<file path="src/rtl/sub_0_pipe.sv">
// Two-stage valid/ready subtractor: recovers a W-bit operand from a (W+1)-bit sum.
// Optional build macro SUB_SATURATE_EN clamps diff on borrow/overflow instead of wrapping.
module sub_0_pipe #(
    parameter int W     = 16,
    parameter int CNT_W = 8
) (
    input  logic             clk,
    input  logic             reset_n,
    input  logic             in_valid,
    output logic             in_ready,
    input  logic [W:0]       sum,
    input  logic [W-1:0]     a,
    output logic             out_valid,
    input  logic             out_ready,
    output logic [W-1:0]     diff,
    output logic             borrow,
    output logic             ovf,
    output logic [CNT_W-1:0] err_cnt
);

    localparam logic [CNT_W-1:0] CNT_ONE = {{(CNT_W-1){1'b0}}, 1'b1};

    logic signed [W+1:0] d_p0;
    logic signed [W+1:0] d_p1;
    logic                vld_p1;
    logic                adv_p1;
    logic                adv_p2;
    logic                borrow_p1;
    logic                ovf_p1;
    logic [W-1:0]        diff_p1;
    logic                xfer_p2;

    // Pick the W-bit result from the widened difference.
    function automatic logic [W-1:0] resolve_diff(input logic brw, input logic ov,
                                                  input logic [W-1:0] raw);
`ifdef SUB_SATURATE_EN
        if (brw)
            return '0;
        else if (ov)
            return '1;
        else
            return raw;
`else
        logic unused_flags;
        unused_flags = brw ^ ov;
        return raw;
`endif
    endfunction

    assign d_p0     = $signed({1'b0, sum}) - $signed({2'b00, a});
    assign adv_p2   = ~out_valid | out_ready;
    assign adv_p1   = ~vld_p1 | adv_p2;
    assign in_ready = adv_p1;
    assign xfer_p2  = out_valid & out_ready;

    assign borrow_p1 = d_p1[W+1];
    assign ovf_p1    = ~d_p1[W+1] & d_p1[W];
    assign diff_p1   = resolve_diff(borrow_p1, ovf_p1, d_p1[W-1:0]);

    // Stage 1: widened difference register
    always_ff @(posedge clk) begin
        if (in_valid && adv_p1)
            d_p1 <= d_p0;
    end

    // Control for both stages, output registers and the error counter
    always_ff @(posedge clk or negedge reset_n) begin
        if (!reset_n) begin
            vld_p1    <= 1'b0;
            out_valid <= 1'b0;
            diff      <= '0;
            borrow    <= 1'b0;
            ovf       <= 1'b0;
            err_cnt   <= '0;
        end else begin
            if (adv_p1)
                vld_p1 <= in_valid;
            // Stage 2: result registers drive the ports
            if (adv_p2) begin
                out_valid <= vld_p1;
                if (vld_p1) begin
                    diff   <= diff_p1;
                    borrow <= borrow_p1;
                    ovf    <= ovf_p1;
                end
            end
            if (xfer_p2 && (borrow || ovf) && (err_cnt != '1))
                err_cnt <= err_cnt + CNT_ONE;
        end
    end

endmodule

</file>
<file path="config.mk">
export PLATFORM = sky130hd
export DESIGN_NAME = sub_0_pipe
export DESIGN_NICKNAME = d
export VERILOG_FILES = /design/src/rtl/sub_0_pipe.sv
export SDC_FILE = /design/constraint.sdc
export NUM_CORES = 1
export LEC_CHECK = 0
export CORE_AREA = 2 2 86 88
export DETAILED_ROUTE_END_ITERATION = 16
export DIE_AREA = 0 0 88 90
export GPL_ROUTABILITY_DRIVEN = 1
export PLACE_DENSITY = 0.68
export SETUP_SLACK_MARGIN = 0.15
export SYNTH_ARGS = -nofsm -noshare
export SYNTH_HDL_FRONTEND = slang
export SYNTH_SLANG_ARGS = --single-unit
</file>
<file path="constraint.sdc">
create_clock -name clk -period 1.95 [get_ports clk]
set_input_delay 0.195 -clock clk [delete_from_list [all_inputs] [get_ports clk]]
set_output_delay 0.195 -clock clk [all_outputs]
set_load 0.02 [all_outputs]
</file>
==> impl.org <==
** Logic synthesis
- Dominant register cell in the synthesized netlist :: sky130_fd_sc_hd__dfrtp_1
- Post-synth cell types :: 52
- Area share of the largest cell type after synthesis :: 25.9%
- The largest total area in the synthesized netlist belongs to sky130_fd_sc_hd__dfrtp_1.
- The Yosys step of the flow raised 0 warnings.
- Cell types occupying the most area after synthesis :: sky130_fd_sc_hd__dfrtp_1, sky130_fd_sc_hd__edfxtp_1, sky130_fd_sc_hd__ha_1
- Synthesized area :: 0.00271 mm2
- Averaged over all synthesized cells, the footprint is 10.9 um2.
- Yosys mapped a number of flops with a built-in enable equal to 18.
- The cell count after synthesis came out at 248.
- Counting flops with an async set or reset pin after synthesis yields a share of 60.9%.
- Synthesized netlist net count :: 303
- Summing the sequential cell areas from Yosys gives 45.9% of the chip area.
- Count of state elements after synthesis :: 46

** Timing
- The worst path uses 95.7% of the clock period.
- For the pin with the worst max-slew slack, the measured transition is 0.392 ns.
- Finish-stage setup viols :: 0
- Relative max-transition margin :: 73.7%
- Setup total negative slack on the finished layout was measured at 0 ns.
- Hold slack :: 0.277 ns
- The final number of hold-violating endpoints was 0.
- Achievable clock frequency :: 0.536 GHz
- Setup repair after global routing could not meet its margin everywhere.
- Number of slew-limit violations in the final report :: 0
- Min cycle time layout :: 1.87 ns
- Clock skew on the completed layout was measured at 0.00323 ns.

** Critical path
- Of all nets on the critical path, the largest fanout is 5.
- Slack of the worst reg-to-reg path :: 0.34 ns
- Kind of capture point of the worst setup path :: flip-flop
- Req. time, crit path :: 2.11 ns
- Arrival time at the worst endpoint :: 2.03 ns
- Reg2Reg Capture Point :: err_cnt[5]
- Critical path class :: in2reg
- STA classifies the critical path startpoint as an input pin.
- FF-to-FF Start :: err_cnt[0]
- Number of cells on the worst reg-to-reg path :: 6

** Placed design
- Input/output buffers :: 64
- Detailed Place HPWL :: 4.57 mm
- Gp weighted congestion :: 0.849
- Number of placed cells counting well taps :: 448
- Cell area after placement :: 0.00379 mm2

** Floorplanning
- DIE AREA :: 0.00792 mm2
- Die width :: 88 um
- Core Region :: 0.00702 mm2
- Measured along the y axis, the die boundary spans 90 um.
- Count of standard-cell rows :: 31
- Once the floorplan was initialized, standard cells occupied 38.5% of the core.
- 65 I/O pins were placed.

** GRT
- Global routing used 16.0% of the available tracks across all layers.
- Number of antenna violations at the first check in global routing :: 0
- Largest net degree at the start of global routing :: 29
- The via count of the first global-routing pass is 2138.
- Summed over all layers, the global routing overflow is 0.
- The first global-routing pass estimated 10.2 mm of wire.

** Run status
- The flow ran to the end, and the final reports show no timing, DRC or antenna violations.

** Final layout
- Fraction of final layout cells sized beyond drive strength 1 :: 36.6%
- Filler-free cell count of the finished design :: 465
- FILL cells :: 566
- Antenna cells :: 0
- Area added between synthesis and finish :: 56.1%
- The finished cells cover 0.00422 mm2.
- After the last flow step, the layout net total stands at 420.

** Power
- Dividing total power by cell area gives a power density of 791 mW/mm2.
- The completed layout was analyzed and its total power is 3340 uW.
- For this design the static power due to leakage is 0.00180 uW.
- Worst VDD drop :: 0.317 mV

** Worst hold path
- Worst min-delay path category :: in2async

** Clocking
- The H-tree generated during clock tree synthesis spans 2 levels.
- Root Buffer :: sky130_fd_sc_hd__clkbuf_8
- The clock net in this run drives a total of 46 sinks.
- Insertion delay to the later sink of the worst-skew pair :: 0.29 ns
- Post-CTS clock slew at the launch and capture registers of the worst setup and hold paths :: 0.08 ns
- Clock tree synthesis inserted a total of 5 buffers.
- Clock tree from TritonCTS :: done
- Hold buffer count at cts :: 0
- In this run the deepest clock path goes through 2 buffers.

** Route
- For this block, the initial DRC count from the detailed router was 61.
- Dividing the detail-routed via count by the number of cells gives 4.95.
- The detail route stage leaves a number of antenna-violating nets equal to 0.
- Dividing the detail-routed wire length by the instance count gives 13.6 um.
- DRT Wirelength :: 6.31 mm
- The first detailed-routing pass ran for 4 iterations.
- After detailed routing, the number of remaining DRC violations is 0.
- The final route contains 2303 vias.

** Run
- Max cap viols :: 0
-- state kept, by name, indices dropped and copies added, names as in the netlist --
name       flops
borrow         1
ovf            1
err_cnt        8
vld_p1         1
diff          16
d_p1          18
out_valid      1
-- worst max-delay path by stage --
stage	to	slack (ns)	from	depth (start not counted)
floorplan	d_p1[16]	0.16	sum[0]	9
global placement	d_p1[16]	-0.37	sum[0]	10
detailed placement	d_p1[16]	-0.43	sum[0]	10
CTS	d_p1[16]	0.15	a[13]	8
global route	d_p1[15]	0.06	a[12]	8
finish	d_p1[15]	0.08	a[12]	8
-- routing by layer --
layer	wire, um	GRT usage [%]	up-vias
met3	208	2.02	12
li1	-	-	1138
met1	2720	21.8	1090
met2	3230	25.8	63
met4	153	5.77	0
met5	0	0	-
-- critical path: stages --
cell and delay (ns):
sky130_fd_sc_hd__clkdlybuf4s50_1 0.47, sky130_fd_sc_hd__inv_2 0.04, sky130_fd_sc_hd__ha_4 0.29, sky130_fd_sc_hd__and4_4 0.24, sky130_fd_sc_hd__nand2_2 0.09, sky130_fd_sc_hd__a211o_1 0.34
sky130_fd_sc_hd__a211o_1 0.30, sky130_fd_sc_hd__nand4_1 0.06
-- cell usage after synthesis (2+ instances only) --
master / number
sky130_fd_sc_hd__a21oi_1: 14
sky130_fd_sc_hd__o211ai_1: 2
sky130_fd_sc_hd__mux2_2: 17
sky130_fd_sc_hd__nor2b_1: 3
sky130_fd_sc_hd__nand2b_1: 5
sky130_fd_sc_hd__o21ai_1: 2
sky130_fd_sc_hd__nand3b_1: 2
sky130_fd_sc_hd__nand2_1: 13
sky130_fd_sc_hd__nand4_1: 4
sky130_fd_sc_hd__o21a_1: 3
sky130_fd_sc_hd__a21o_1: 8
sky130_fd_sc_hd__ha_1: 17
sky130_fd_sc_hd__edfxtp_1: 18
sky130_fd_sc_hd__a31oi_1: 4
sky130_fd_sc_hd__nand4b_1: 2
sky130_fd_sc_hd__xor2_1: 4
sky130_fd_sc_hd__xnor2_1: 10
sky130_fd_sc_hd__a211oi_2: 2
sky130_fd_sc_hd__inv_1: 26
sky130_fd_sc_hd__nor2_1: 9
sky130_fd_sc_hd__a211o_1: 3
sky130_fd_sc_hd__dfrtp_1: 28
sky130_fd_sc_hd__nor3_1: 5
sky130_fd_sc_hd__a211oi_1: 3
sky130_fd_sc_hd__o31ai_1: 2
sky130_fd_sc_hd__and2_1: 3
sky130_fd_sc_hd__o21ai_0: 4
sky130_fd_sc_hd__nand3_1: 10
sky130_fd_sc_hd__buf_4: 2
-- kinds of logic after synthesis --
| kind of cell | Yosys count | share of synthesized area [%] |
|---|---|---|
| buffers and inverters | 31 | 4.99 |
| flip-flops | 46 | 45.9 |
| multiplexers | 17 | 7.08 |
| AO/OA/AOI/OAI | 60 | 16.8 |
| adder cells (fa/ha/maj) | 18 | 8.60 |
| XOR/XNOR | 14 | 4.53 |
| AND/OR/NAND/NOR | 62 | 12.1 |
-- power by group --
part / switching (uW) / total (uW) / leakage, uW / internal, uW
logic: 618 / 1330 / 0.00124 / 708
clock network: 303 / 685 / 0.0000514 / 382
registers: 122 / 1330 / 0.000510 / 1210
total: 1040 / 3340 / 0.00180 / 2300
-- per-stage QoR --
step	utilization [%]	setup WS (ns)
final	60.1	0.0832
after detailed placement	54.0	-0.434
after CTS	58.0	0.151
after global placement	54.0	-0.374
after floorplan	-	0.160
after global routing	60.1	0.0635
-- placed cells by master (no fill, tap or decap), types with 10 or more instances in the layout --
| cell type | n |
|---|---|
| sky130_fd_sc_hd__mux2_2 | 17 |
| sky130_fd_sc_hd__edfxtp_1 | 18 |
| sky130_fd_sc_hd__xnor2_1 | 10 |
| sky130_fd_sc_hd__nand2_1 | 12 |
| sky130_fd_sc_hd__nand3_1 | 10 |
| sky130_fd_sc_hd__buf_4 | 48 |
| sky130_fd_sc_hd__dfrtp_1 | 28 |
| sky130_fd_sc_hd__inv_1 | 13 |
| sky130_fd_sc_hd__clkdlybuf4s50_1 | 50 |
| sky130_fd_sc_hd__inv_2 | 11 |
| sky130_fd_sc_hd__ha_4 | 12 |
-- cell type report --
| type | instances | area [um2] | area share, % |
|---|---|---|---|
| well taps | 99 | 124 | 2.93 |
| repair buffers | 115 | 1040 | 24.7 |
| multi-input cells | 171 | 1600 | 38.0 |
| clock inverters | 2 | 37.5 | 0.889 |
| clock buffers | 6 | 72.6 | 1.72 |
| flip-flops and latches | 46 | 1240 | 29.4 |
| inverters | 26 | 104 | 2.46 |
-- what timing repair did --
item                                    4_1_cts  5_1_grt
hold endpoints to repair                      0        0
cloned                                        0        0
gates resized for setup                      32       36
buffers inserted                              4        5
pin swaps                                    22       19
endpoints found under the setup margin       11       10
Note: power is estimated with default switching activity, not from simulation.
